--- config.mk ---
export PLATFORM = sky130hd
export DESIGN_NAME = ram_loader
export DESIGN_NICKNAME = d
export VERILOG_FILES = /design/src/rtl/ram_loader.sv
export SDC_FILE = /design/constraint.sdc
export NUM_CORES = 1
export LEC_CHECK = 0
export CAP_MARGIN = 15
export CELL_PAD_IN_SITES_DETAIL_PLACEMENT = 0
export CELL_PAD_IN_SITES_GLOBAL_PLACEMENT = 1
export CORE_UTILIZATION = 29
export CTS_BUF_LIST = sky130_fd_sc_hd__clkbuf_8
export DETAILED_ROUTE_END_ITERATION = 7
export PLACE_DENSITY_LB_ADDON = 0.1
export SLEW_MARGIN = 20
export SYNTH_ARGS = -nofsm -noshare
export SYNTH_HDL_FRONTEND = slang
export SYNTH_SLANG_ARGS = --single-unit
--- constraint.sdc ---
create_clock -name clk -period 1.78 [get_ports clk]
set_clock_uncertainty 0.2 [all_clocks]
set_input_delay 0.267 -clock clk [delete_from_list [all_inputs] [get_ports clk]]
set_output_delay 0.267 -clock clk [all_outputs]
set_load 0.01 [all_outputs]
--- src/rtl/ram_loader.sv ---
// Byte-stream RAM loader: packs byte pairs into words, writes them to addresses 0..top,
// keeps a mod-256 checksum of accepted bytes and passes rd_addr through when not loading.
module ram_loader #(
    parameter int addr_width = 8,
    parameter int data_width = 12
) (
    input  logic                  clk,
    input  logic                  reset,
    input  logic                  start,
    input  logic [7:0]            byte_in,
    input  logic                  byte_valid,
    output logic                  byte_ready,
    input  logic [addr_width-1:0] rd_addr,
    output logic [addr_width-1:0] ram_addr,
    output logic [data_width-1:0] ram_din,
    output logic                  ram_we,
    output logic                  busy,
    output logic                  done,
    output logic [7:0]            checksum
);

    localparam logic [addr_width-1:0] last_addr = '1;

    typedef enum logic [2:0] {
        IDLE  = 3'd0,
        LO    = 3'd1,
        HI    = 3'd2,
        WRITE = 3'd3,
        DONE  = 3'd4
    } state_t;

    state_t                  state_reg;
    logic [addr_width-1:0]   load_addr_reg;
    logic [7:0]              lo_byte_reg;
    logic [data_width-1:0]   ram_din_reg;
    logic [7:0]              checksum_reg;
    logic                    ram_we_reg;
    logic                    busy_reg;
    logic                    done_reg;
    logic                    byte_ready_reg;
    logic                    accept;

    assign accept = byte_valid && byte_ready_reg;

    always_ff @(posedge clk) begin
        if (reset) begin
            state_reg      <= IDLE;
            load_addr_reg  <= '0;
            lo_byte_reg    <= 8'h00;
            ram_din_reg    <= '0;
            checksum_reg   <= 8'h00;
            ram_we_reg     <= 1'b0;
            busy_reg       <= 1'b0;
            done_reg       <= 1'b0;
            byte_ready_reg <= 1'b0;
        end else begin
            ram_we_reg <= 1'b0;
            case (state_reg)
                IDLE, DONE: begin
                    if (start) begin
                        load_addr_reg  <= '0;
                        checksum_reg   <= 8'h00;
                        done_reg       <= 1'b0;
                        busy_reg       <= 1'b1;
                        byte_ready_reg <= 1'b1;
                        state_reg      <= LO;
                    end
                end
                LO: begin
                    if (accept) begin
                        lo_byte_reg  <= byte_in;
                        checksum_reg <= checksum_reg + byte_in;
                        state_reg    <= HI;
                    end
                end
                HI: begin
                    // The high byte goes straight into the word register; only its low bits fit.
                    if (accept) begin
                        checksum_reg   <= checksum_reg + byte_in;
                        ram_din_reg    <= {byte_in[data_width-9:0], lo_byte_reg};
                        ram_we_reg     <= 1'b1;
                        byte_ready_reg <= 1'b0;
                        state_reg      <= WRITE;
                    end
                end
                WRITE: begin
                    if (load_addr_reg == last_addr) begin
                        done_reg  <= 1'b1;
                        busy_reg  <= 1'b0;
                        state_reg <= DONE;
                    end else begin
                        load_addr_reg  <= load_addr_reg + addr_width'(1);
                        byte_ready_reg <= 1'b1;
                        state_reg      <= LO;
                    end
                end
                default: begin
                    busy_reg       <= 1'b0;
                    byte_ready_reg <= 1'b0;
                    state_reg      <= IDLE;
                end
            endcase
        end
    end

    assign ram_addr   = busy_reg ? load_addr_reg : rd_addr;
    assign ram_din    = ram_din_reg;
    assign ram_we     = ram_we_reg;
    assign busy       = busy_reg;
    assign done       = done_reg;
    assign checksum   = checksum_reg;
    assign byte_ready = byte_ready_reg;

endmodule

==> results of run 1 <==
[worst reg2reg max path, stage by stage, from the launching register on]
cell	delay, ps
dfxtp_2	350
ha_1	280
a21oi_2	60
nand4b_1	200
buf_4	170
a2111oi_4	320
a211oi_2	60
a211oi_1	160
[where the power goes]
part           internal (W)  switching, W  leakage (nW)
clock network      0.000281      0.000363        0.0408
logic              0.000249      0.000189          1.06
registers          0.000989     0.0000232         0.353
[through the flow]
stage          total power [W]  hold WS, ps  utilization, %  TNS, ps
2_1_floorplan          0.00123          203               -    -64.4
3_3_place_gp           0.00145          243            44.5    -6520
3_5_place_dp           0.00145          245            44.5    -6720
4_1_cts                0.00211          259            46.5     -232
5_1_grt                0.00220          225            48.5     -630
6_report               0.00209          223            48.5     -203
[kinds of logic (layout without fill, tap and decap cells)]
group	Yosys count	count (layout)	share of synthesized area, %
compound gates	57	57	16.6
mux	19	19	9.28
xor+xnor	6	6	2.43
flops	43	43	39.9
buf+inv	13	122	3.48
fa+ha+maj	9	9	5.57
simple gates	101	101	22.7
[cell usage in the layout, fill, tap and decap left out, types with 5 or more instances in the layout]
master           instances
a21oi_1                 23
buf_2                    7
buf_4                   59
clkbuf_8                 5
clkdlybuf4s50_1         33
dfxtp_1                 32
dfxtp_2                 11
dlygate4sd2_1            6
ha_4                     5
mux2_2                   7
mux2i_1                 11
nand2_1                 39
nor2_1                  30
o21ai_0                  6
[worst paths after layout]
path	from	endpoint	slack (ps)	depth (start not counted)
max	checksum[1]$_SDFFE_PP0P_	checksum[7]$_SDFFE_PP0P_	-100	7
min	byte_in[3]	ram_din[11]$_SDFFE_PP0P_	220	4
max reg2reg	checksum[1]$_SDFFE_PP0P_	checksum[7]$_SDFFE_PP0P_	-100	7
min reg2reg	ram_din[2]$_SDFFE_PP0P_	ram_din[2]$_SDFFE_PP0P_	250	2
[cell type report]
cell class                      count  area [um2]  share of cell area, %
Clock buffer                        5        68.8                   1.97
Clock inverter                      3        23.8                  0.680
Multi-Input combinational cell    192        1430                   40.9
Sequential cell                    43         875                   25.0
Tap cell                           99         124                   3.54
Timing Repair Buffer              114         976                   27.9
[repair_timing]
action | in CTS | in global routing
pin swaps | 4 | 11
endpoints found under the setup margin | 24 | 35
resized for setup | 50 | 34
setup buffers | 2 | 3
endpoints found under the hold margin | 0 | 0
[cells in the mapped netlist, types with 2 or more instances]
master	n
nor2b_1	4
mux2_2	8
nand2_1	40
a22o_1	3
nor2_1	30
nand3b_1	2
xor2_1	4
clkbuf_1	6
mux2i_1	11
a21o_1	5
nor3_1	5
a211oi_1	2
xnor2_1	2
a311oi_1	5
a31oi_1	2
and3b_1	2
buf_6	3
buf_2	3
nand3_1	5
dfxtp_1	43
a21oi_1	27
ha_1	8
o21ai_0	7
nor3b_1	4
[per-layer routing]
layer,GRT usage [%],share of wire (%)
met1,22.4,51
met2,23.8,44
met3,3.08,3.8
met4,3.52,0.63
met5,0,0
==> flow_summary_export.csv, run 1 <==
group,metric,value,unit
outcome,status,"finished, violations left",
outcome,violations,"negative setup slack",
grt,grt_max_degree,33,
yosys,synth.distinct_cells,41,
worst_setup_path,worstPathRequired,1790,ps
sta,tightest_slew,364,ps
yosys,synth-seq-cells,43,
yosys,synth_nets,277,
drt,num_vias,2094,
sta,setup_viol,3,
placed_design,place_inst,444,
clock_tree,clkLatencyLatePin,290,ps
yosys,synth-edff-count,0,
sta,finalCritPeriodShare,106,%
placed_design,placed_area,3210,um2
yosys,synth_top_area_share,39.9,%
floorplanning,die_y,88.3,um
floorplanning,die_x,88.3,um
sta,period_needed,1880,ps
clock_tree,ctsHoldBuffers,0,
cells_and_area,largest_register_ffs,12,
clock_tree,cts.path.max_buffers,2,
yosys,post-synth-top-area-cell,"dfxtp_1",
hold_path,min_path_type,"primary input to flop",
grt,grt_antenna_before_repair,0,
yosys,netlist_area,2160,um2
sta,rsz0062_at_grt,"true",
cells_and_area,final_nets,385,
worst_setup_path,crit_fanout,3,
flow_run,max_cap_viol_count,0,
worst_setup_path,start_kind,"flop",
worst_setup_path,path_class,"flop to flop",
drt,vias_per_cell,4.59,
cells_and_area,final_area,3500,um2
placed_design,dp_hpwl,4430,um
power_and_ir_drop,leakagePower,1.45,nW
grt,overflow,0,
drt,drc,0,
grt,grt_pass1_vias,1895,
grt,grt.total_usage,15.5,%
worst_setup_path,crit_path_max_incr_delay,350,ps
cells_and_area,syn2layout_area_growth,62.0,%
yosys,ys_warn_count,0,
placed_design,place.gp.congestion,0.740,
clock_tree,cts_tree,"yes",
clock_tree,path_clk_slew,90,ps
floorplanning,core_area,7210,um2
floorplanning,die-area,7790,um2
clock_tree,cts-root-buf,"clkbuf_8",
grt,grt_pass1_wl,9310,um
floorplanning,ios,52,
drt,drt_wl_total,6040,um
sta,final_max_slew_viol_count,0,
placed_design,dpl_worst_slack,-592,ps
worst_setup_path,cp_top_family,"compound AO/OA/AOI/OAI gates",
drt,avgRoutedWirePerCell,13.2,um
yosys,synth_cells,248,
drt,drt_iter0_markers,59,
yosys,synthTopCellsByArea,"dfxtp_1, nand2_1, a21oi_1, nor2_1, mux2i_1",
clock_tree,numCtsBuffers,5,
floorplanning,row_count,31,
worst_setup_path,crit_buf_inv,1,
worst_setup_path,crit_path_end_kind,"flop",
sta,worst_slack,-104,ps
cells_and_area,fin_cells,456,
yosys,async_reset_ff_share,0,%
power_and_ir_drop,ir_drop,0.324,mV
yosys,ys_seq_area_share,39.9,%
floorplanning,start_util,29.9,%
drt,ant_nets,0,
clock_tree,ctsHtreeMaxLevel,2,
worst_setup_path,cp_cell_sequence,"ha_1 -> a21oi_2 -> nand4b_1 -> buf_4 -> a2111oi_4 -> a211oi_2 -> a211oi_1",
cells_and_area,drive_gt1_share,35.3,%
sta,finalHoldViolCount,0,
cells_and_area,fill_cells,759,
placed_design,numPortBuffers,51,
worst_setup_path,cp.arrival,1890,ps
yosys,synth.avg_cell_area,8.70,um2
power_and_ir_drop,p_per_area,599,nW/um2
yosys,synth_flop_cell,"dfxtp_1",
sta,timing.fmax,0.531,GHz
clock_tree,cts_sinks,43,
worst_setup_path,cpMaxStageDelayCell,"dfxtp_2",
drt,first_pass_iters,4,
cells_and_area,diodes,0,
sta,slew_headroom,75.6,%
Note: power is estimated with default switching activity, not from simulation.
==> run 2, diff against run 1 <==
CORE_UTILIZATION = 34   (was 29)
==> flow_summary_export.csv, run 2 (synthesized netlist as in run 1, its figures left out) <==
group,metric,value,unit
outcome,status,"finished, violations left",
outcome,violations,"negative setup slack",
worst_setup_path,start_kind,"flop",
sta,finalCritPeriodShare,105,%
cells_and_area,final_common_cell,"buf_4",
worst_setup_path,cp.arrival,1860,ps
placed_design,placed_area,3130,um2
cells_and_area,final_area,3460,um2
clock_tree,cts_tree,"yes",
cells_and_area,final_cell_mix,"buf_4, nand2_1, clkdlybuf4s50_1, nor2_1, dfxtp_1",
cells_and_area,final_core_util,57.4,%
grt,overflow,0,
power_and_ir_drop,p_per_area,601,nW/um2
sta,final_max_slew_viol_count,0,
power_and_ir_drop,leakagePower,1.41,nW
drt,first_pass_iters,4,
clock_tree,cts_sinks,43,
placed_design,place.gp.congestion,0.745,
worst_setup_path,worstPathRequired,1760,ps
clock_tree,ctsHoldBuffers,0,
power_and_ir_drop,ir_drop,0.270,mV
sta,tightest_slew,408,ps
cells_and_area,largest_register_ffs,12,
grt,grt_antenna_before_repair,0,
clock_tree,numCtsBuffers,5,
worst_setup_path,cp_top_family,"flip-flops",
worst_setup_path,cpMaxStageDelayCell,"dfxtp_4",
drt,num_vias,2081,
drt,vias_per_cell,4.86,
cells_and_area,final_nets,381,
power_and_ir_drop,totalPowerFinal,0.00208,W
sta,period_needed,1880,ps
drt,ant_nets,0,
drt,drc,0,
drt,drt_wl_total,5680,um
sta,rsz0062_at_grt,"true",
floorplanning,die_x,81.7,um
floorplanning,die_y,81.7,um
cells_and_area,syn2layout_area_growth,60.1,%
flow_run,max_cap_viol_count,0,
cells_and_area,fin_cells,428,
floorplanning,ios,52,
placed_design,dp_hpwl,4020,um
floorplanning,row_count,28,
clock_tree,cts.path.max_buffers,2,
sta,timing.fmax,0.533,GHz
cells_and_area,diodes,0,
clock_tree,clkLatencyLatePin,300,ps
sta,slew_headroom,72.8,%
drt,drt_iter0_markers,50,
sta,setup_viol,4,
grt,grt_pass1_vias,1921,
grt,grt.total_usage,17.8,%
grt,grt_pass1_wl,9090,um
floorplanning,die-area,6670,um2
clock_tree,ctsHtreeMaxLevel,2,
clock_tree,cts-root-buf,"clkbuf_8",
worst_setup_path,crit_fanout,3,
worst_setup_path,crit_path_max_incr_delay,370,ps
worst_setup_path,crit_path_end_kind,"flop",
floorplanning,start_util,35.8,%
sta,finalHoldViolCount,0,
sta,worst_slack,-95.1,ps
cells_and_area,drive_gt1_share,36.0,%
drt,avgRoutedWirePerCell,13.3,um
worst_setup_path,crit_buf_inv,1,
worst_setup_path,cp_cell_sequence,"ha_4 -> a21oi_4 -> nand4b_1 -> buf_4 -> a31oi_2 -> xor2_1 -> a211oi_1",
hold_path,min_path_type,"primary input to flop",
grt,grt_max_degree,36,
placed_design,place_inst,412,
floorplanning,core_area,6030,um2
worst_setup_path,path_class,"flop to flop",
placed_design,numPortBuffers,51,
clock_tree,path_clk_slew,90,ps
-- run 2: cell count changes in the layout (fill, tap and decap cells not counted), moves of 2 or more --
cell            change
dlygate4sd2_1       +2
buf_4               -6
dfxtp_1             -2
dfxtp_4             +2
dlymetal6s2s_1      -2
nor3_2              +2
-- run 2: worst paths after layout --
check                      startpoint                       end  slack [ps]  depth (start not counted)
max reg2reg  checksum[1]$_SDFFE_PP0P_  checksum[7]$_SDFFE_PP0P_        -100                          7
min reg2reg         done$_SDFFE_PP0P_         done$_SDFFE_PP0P_         260                          2
max          checksum[1]$_SDFFE_PP0P_  checksum[7]$_SDFFE_PP0P_        -100                          7
min                        byte_in[3]  ram_din[11]$_SDFFE_PP0P_         210                          3
-- run 2: stage by stage --
step                      hold slack (ps)  worst slack (ps)  setup TNS [ps]
final                                 206             -95.1            -255
after global routing                  216              -218            -686
after CTS                             202             -82.0            -254
after detailed placement              248              -555           -6160
after global placement                244              -534           -5990
after floorplan                       203             -49.6           -64.4
-- run 2: final cells by class --
cell class              count  area (um2)
clock buffers               5        68.8
well taps                  75        93.8
fillers                   583        2570
repair buffers            110         955
clock inverters             3        23.8
multi-input cells         192        1430
flip-flops and latches     43         882
-- run 2: routing by layer --
metal / global-route usage [%] / wire length, um / vias to the layer above
met4: 4.74 / 62 / 0
li1: - / - / 1085
met3: 3.00 / 207 / 7
met2: 27.5 / 2570 / 37
met1: 25.5 / 2840 / 952
met5: 0 / 0 / -
-- run 2: worst reg2reg max path, delay by kind of cell, from the launching register on --
kind            cells  cell delay [ps]
compound gates      3              300
buf+inv             1              200
flops               1              370
simple gates        1              250
xor+xnor            1              170
fa+ha+maj           1              270
-- run 2: where the power goes --
| part | internal [W] | leakage (nW) | switching (W) |
|---|---|---|---|
| Clock | 0.000281 | 0.0408 | 0.000357 |
| Sequential | 0.000985 | 0.354 | 0.0000237 |
| Combinational | 0.000244 | 1.01 | 0.000186 |
-- run 2: what timing repair did --
item,CTS,global route
endpoints found under the setup margin,24,34
resized for setup,56,35
setup buffers,5,3
pin swaps,10,7
==> run 3, diff against run 2 <==
CTS_CLUSTER_SIZE = 40   (was default)
PLACE_DENSITY = 0.86   (was default)
PLACE_DENSITY_LB_ADDON = default   (was 0.1)
==> flow_summary_export.csv, run 3 (synthesized netlist as in run 1, its figures left out) <==
group,metric,value,unit
drt,first_pass_iters,4,
clock_tree,ctsHtreeMaxLevel,2,
sta,rsz0062_at_grt,"true",
cells_and_area,ff_latch_area,877,um2
clock_tree,numCtsBuffers,5,
sta,finalHoldViolCount,0,
worst_setup_path,r2r-start,"checksum[0]$_SDFFE_PP0P_",
clock_tree,cts-root-buf,"clkbuf_8",
worst_setup_path,worstPathRequired,1770,ps
floorplanning,die_x,81.7,um
cells_and_area,fill_cells,541,
power_and_ir_drop,p_per_area,596,nW/um2
cells_and_area,diodes,0,
drt,drc,0,
power_and_ir_drop,ir_drop,0.278,mV
drt,drt_iter0_markers,89,
sta,final.setup.tns,-268,ps
drt,ant_nets,0,
outcome,status,"finished, violations left",
floorplanning,row_count,28,
clock_tree,path_clk_slew,80,ps
worst_setup_path,startpoint,"checksum[0]$_SDFFE_PP0P_",
sta,final_max_slew_viol_count,0,
worst_setup_path,path_class,"flop to flop",
grt,grt.total_usage,17.2,%
floorplanning,start_util,35.8,%
drt,avgRoutedWirePerCell,13.5,um
sta,tightest_slew,344,ps
floorplanning,ios,52,
sta,hold_slack,235,ps
drt,drt_wl_total,5830,um
grt,grt_pass1_wl,8880,um
power_and_ir_drop,leakagePower,1.42,nW
grt,overflow,0,
worst_setup_path,crit_fanout,2,
hold_path,min_path_type,"primary input to flop",
clock_tree,cts.path.max_buffers,2,
floorplanning,core_area,6030,um2
cells_and_area,largest_register_ffs,12,
cells_and_area,fin_cells,431,
placed_design,numPortBuffers,51,
clock_tree,cts_tree,"yes",
cells_and_area,syn2layout_area_growth,59.9,%
clock_tree,clkLatencyLatePin,300,ps
cells_and_area,final_cell_mix,"buf_4, nand2_1, clkdlybuf4s50_1, dfxtp_1, nor2_1",
cells_and_area,multi_input_area,1440,um2
placed_design,place_inst,414,
worst_setup_path,start_kind,"flop",
floorplanning,die-area,6670,um2
placed_design,place.gp.congestion,0.799,
sta,setup_viol,3,
worst_setup_path,path_common_cell,"a21o_1",
outcome,violations,"negative setup slack",
sta,slew_headroom,77.1,%
sta,finalCritPeriodShare,106,%
sta,timing.fmax,0.529,GHz
worst_setup_path,cpMaxStageDelayCell,"dfxtp_2",
hold_path,hold_start,"byte_in[2]",
worst_setup_path,crit_path_end_kind,"flop",
cells_and_area,final_common_cell,"buf_4",
grt,grt_pass1_vias,1953,
grt,grt_max_degree,22,
floorplanning,die_y,81.7,um
cells_and_area,final_nets,384,
sta,worst_slack,-109,ps
cells_and_area,drive_gt1_share,35.4,%
worst_setup_path,cp.arrival,1880,ps
drt,vias_per_cell,4.98,
sta,period_needed,1890,ps
flow_run,max_cap_viol_count,0,
cells_and_area,final_core_util,57.3,%
worst_setup_path,crit_path_max_incr_delay,340,ps
clock_tree,cts_sinks,43,
drt,num_vias,2146,
grt,grt_antenna_before_repair,0,
placed_design,dp_hpwl,3990,um
worst_setup_path,cp_cell_sequence,"ha_4 -> fa_2 -> a21o_1 -> a21o_1 -> a21oi_2 -> mux2i_1 -> nand2_1",
==> run 3: changes by cell type in the layout (fill, tap and decap cells not counted), sizes merged <==
cell,previous run,this run
clkinvlp,2,1
dlygate4sd2,8,6
clkinv,0,1
buf,67,70
dlymetal6s2s,2,4
==> run 3: path summary, 6_finish.rpt <==
path                              end  slack, ps  depth (start not counted)
max          checksum[6]$_SDFFE_PP0P_       -110                          7
min          ram_din[10]$_SDFFE_PP0P_        230                          4
max reg2reg  checksum[6]$_SDFFE_PP0P_       -110                          7
min reg2reg   ram_din[3]$_SDFFE_PP0P_        250                          2
==> run 3: metrics by stage <==
| stage | power, W | cell area (um2) | worst slack, ps |
|---|---|---|---|
| 6_report | 0.00206 | 3450 | -109 |
| 4_1_cts | 0.00205 | 3220 | -85.5 |
| 2_1_floorplan | 0.00123 | 2190 | -49.6 |
| 5_1_grt | 0.00216 | 3450 | -218 |
| 3_3_place_gp | 0.00145 | 3130 | -527 |
| 3_5_place_dp | 0.00145 | 3130 | -536 |
==> run 3: layout make-up <==
type                            count  area share, %
Tap cell                           75           2.72
Multi-Input combinational cell    192           41.7
Clock buffer                        5           1.99
Timing Repair Buffer              113           27.7
Clock inverter                      3          0.471
Sequential cell                    43           25.4
==> run 3: report_power, final <==
part	internal [W]	switching, W
Clock	0.000269	0.000340
Sequential	0.000986	0.0000258
Combinational	0.000249	0.000188
==> run 3: repair_timing <==
action,4_1_cts,5_1_grt
endpoints found under the setup margin,32,30
hold buffers,0,0
buffers inserted,3,6
cloned,0,0
pin swaps,5,13
resized for setup,45,37
==> run 3: per-layer routing <==
metal	GRT usage [%]	share of wire, %
met5	0	0
met1	23.4	49
met4	5.44	1.9
met2	27.1	46
met3	3.56	3.7
==> run 3: critical path, delay by kind of cell (launching register included) <==
| family | cells | cell delay, ps |
|---|---|---|
| AND/OR/NAND/NOR | 1 | 60 |
| AO/OA/AOI/OAI | 3 | 480 |
| flip-flops | 1 | 340 |
| adder cells (fa/ha/maj) | 2 | 510 |
| multiplexers | 1 | 190 |
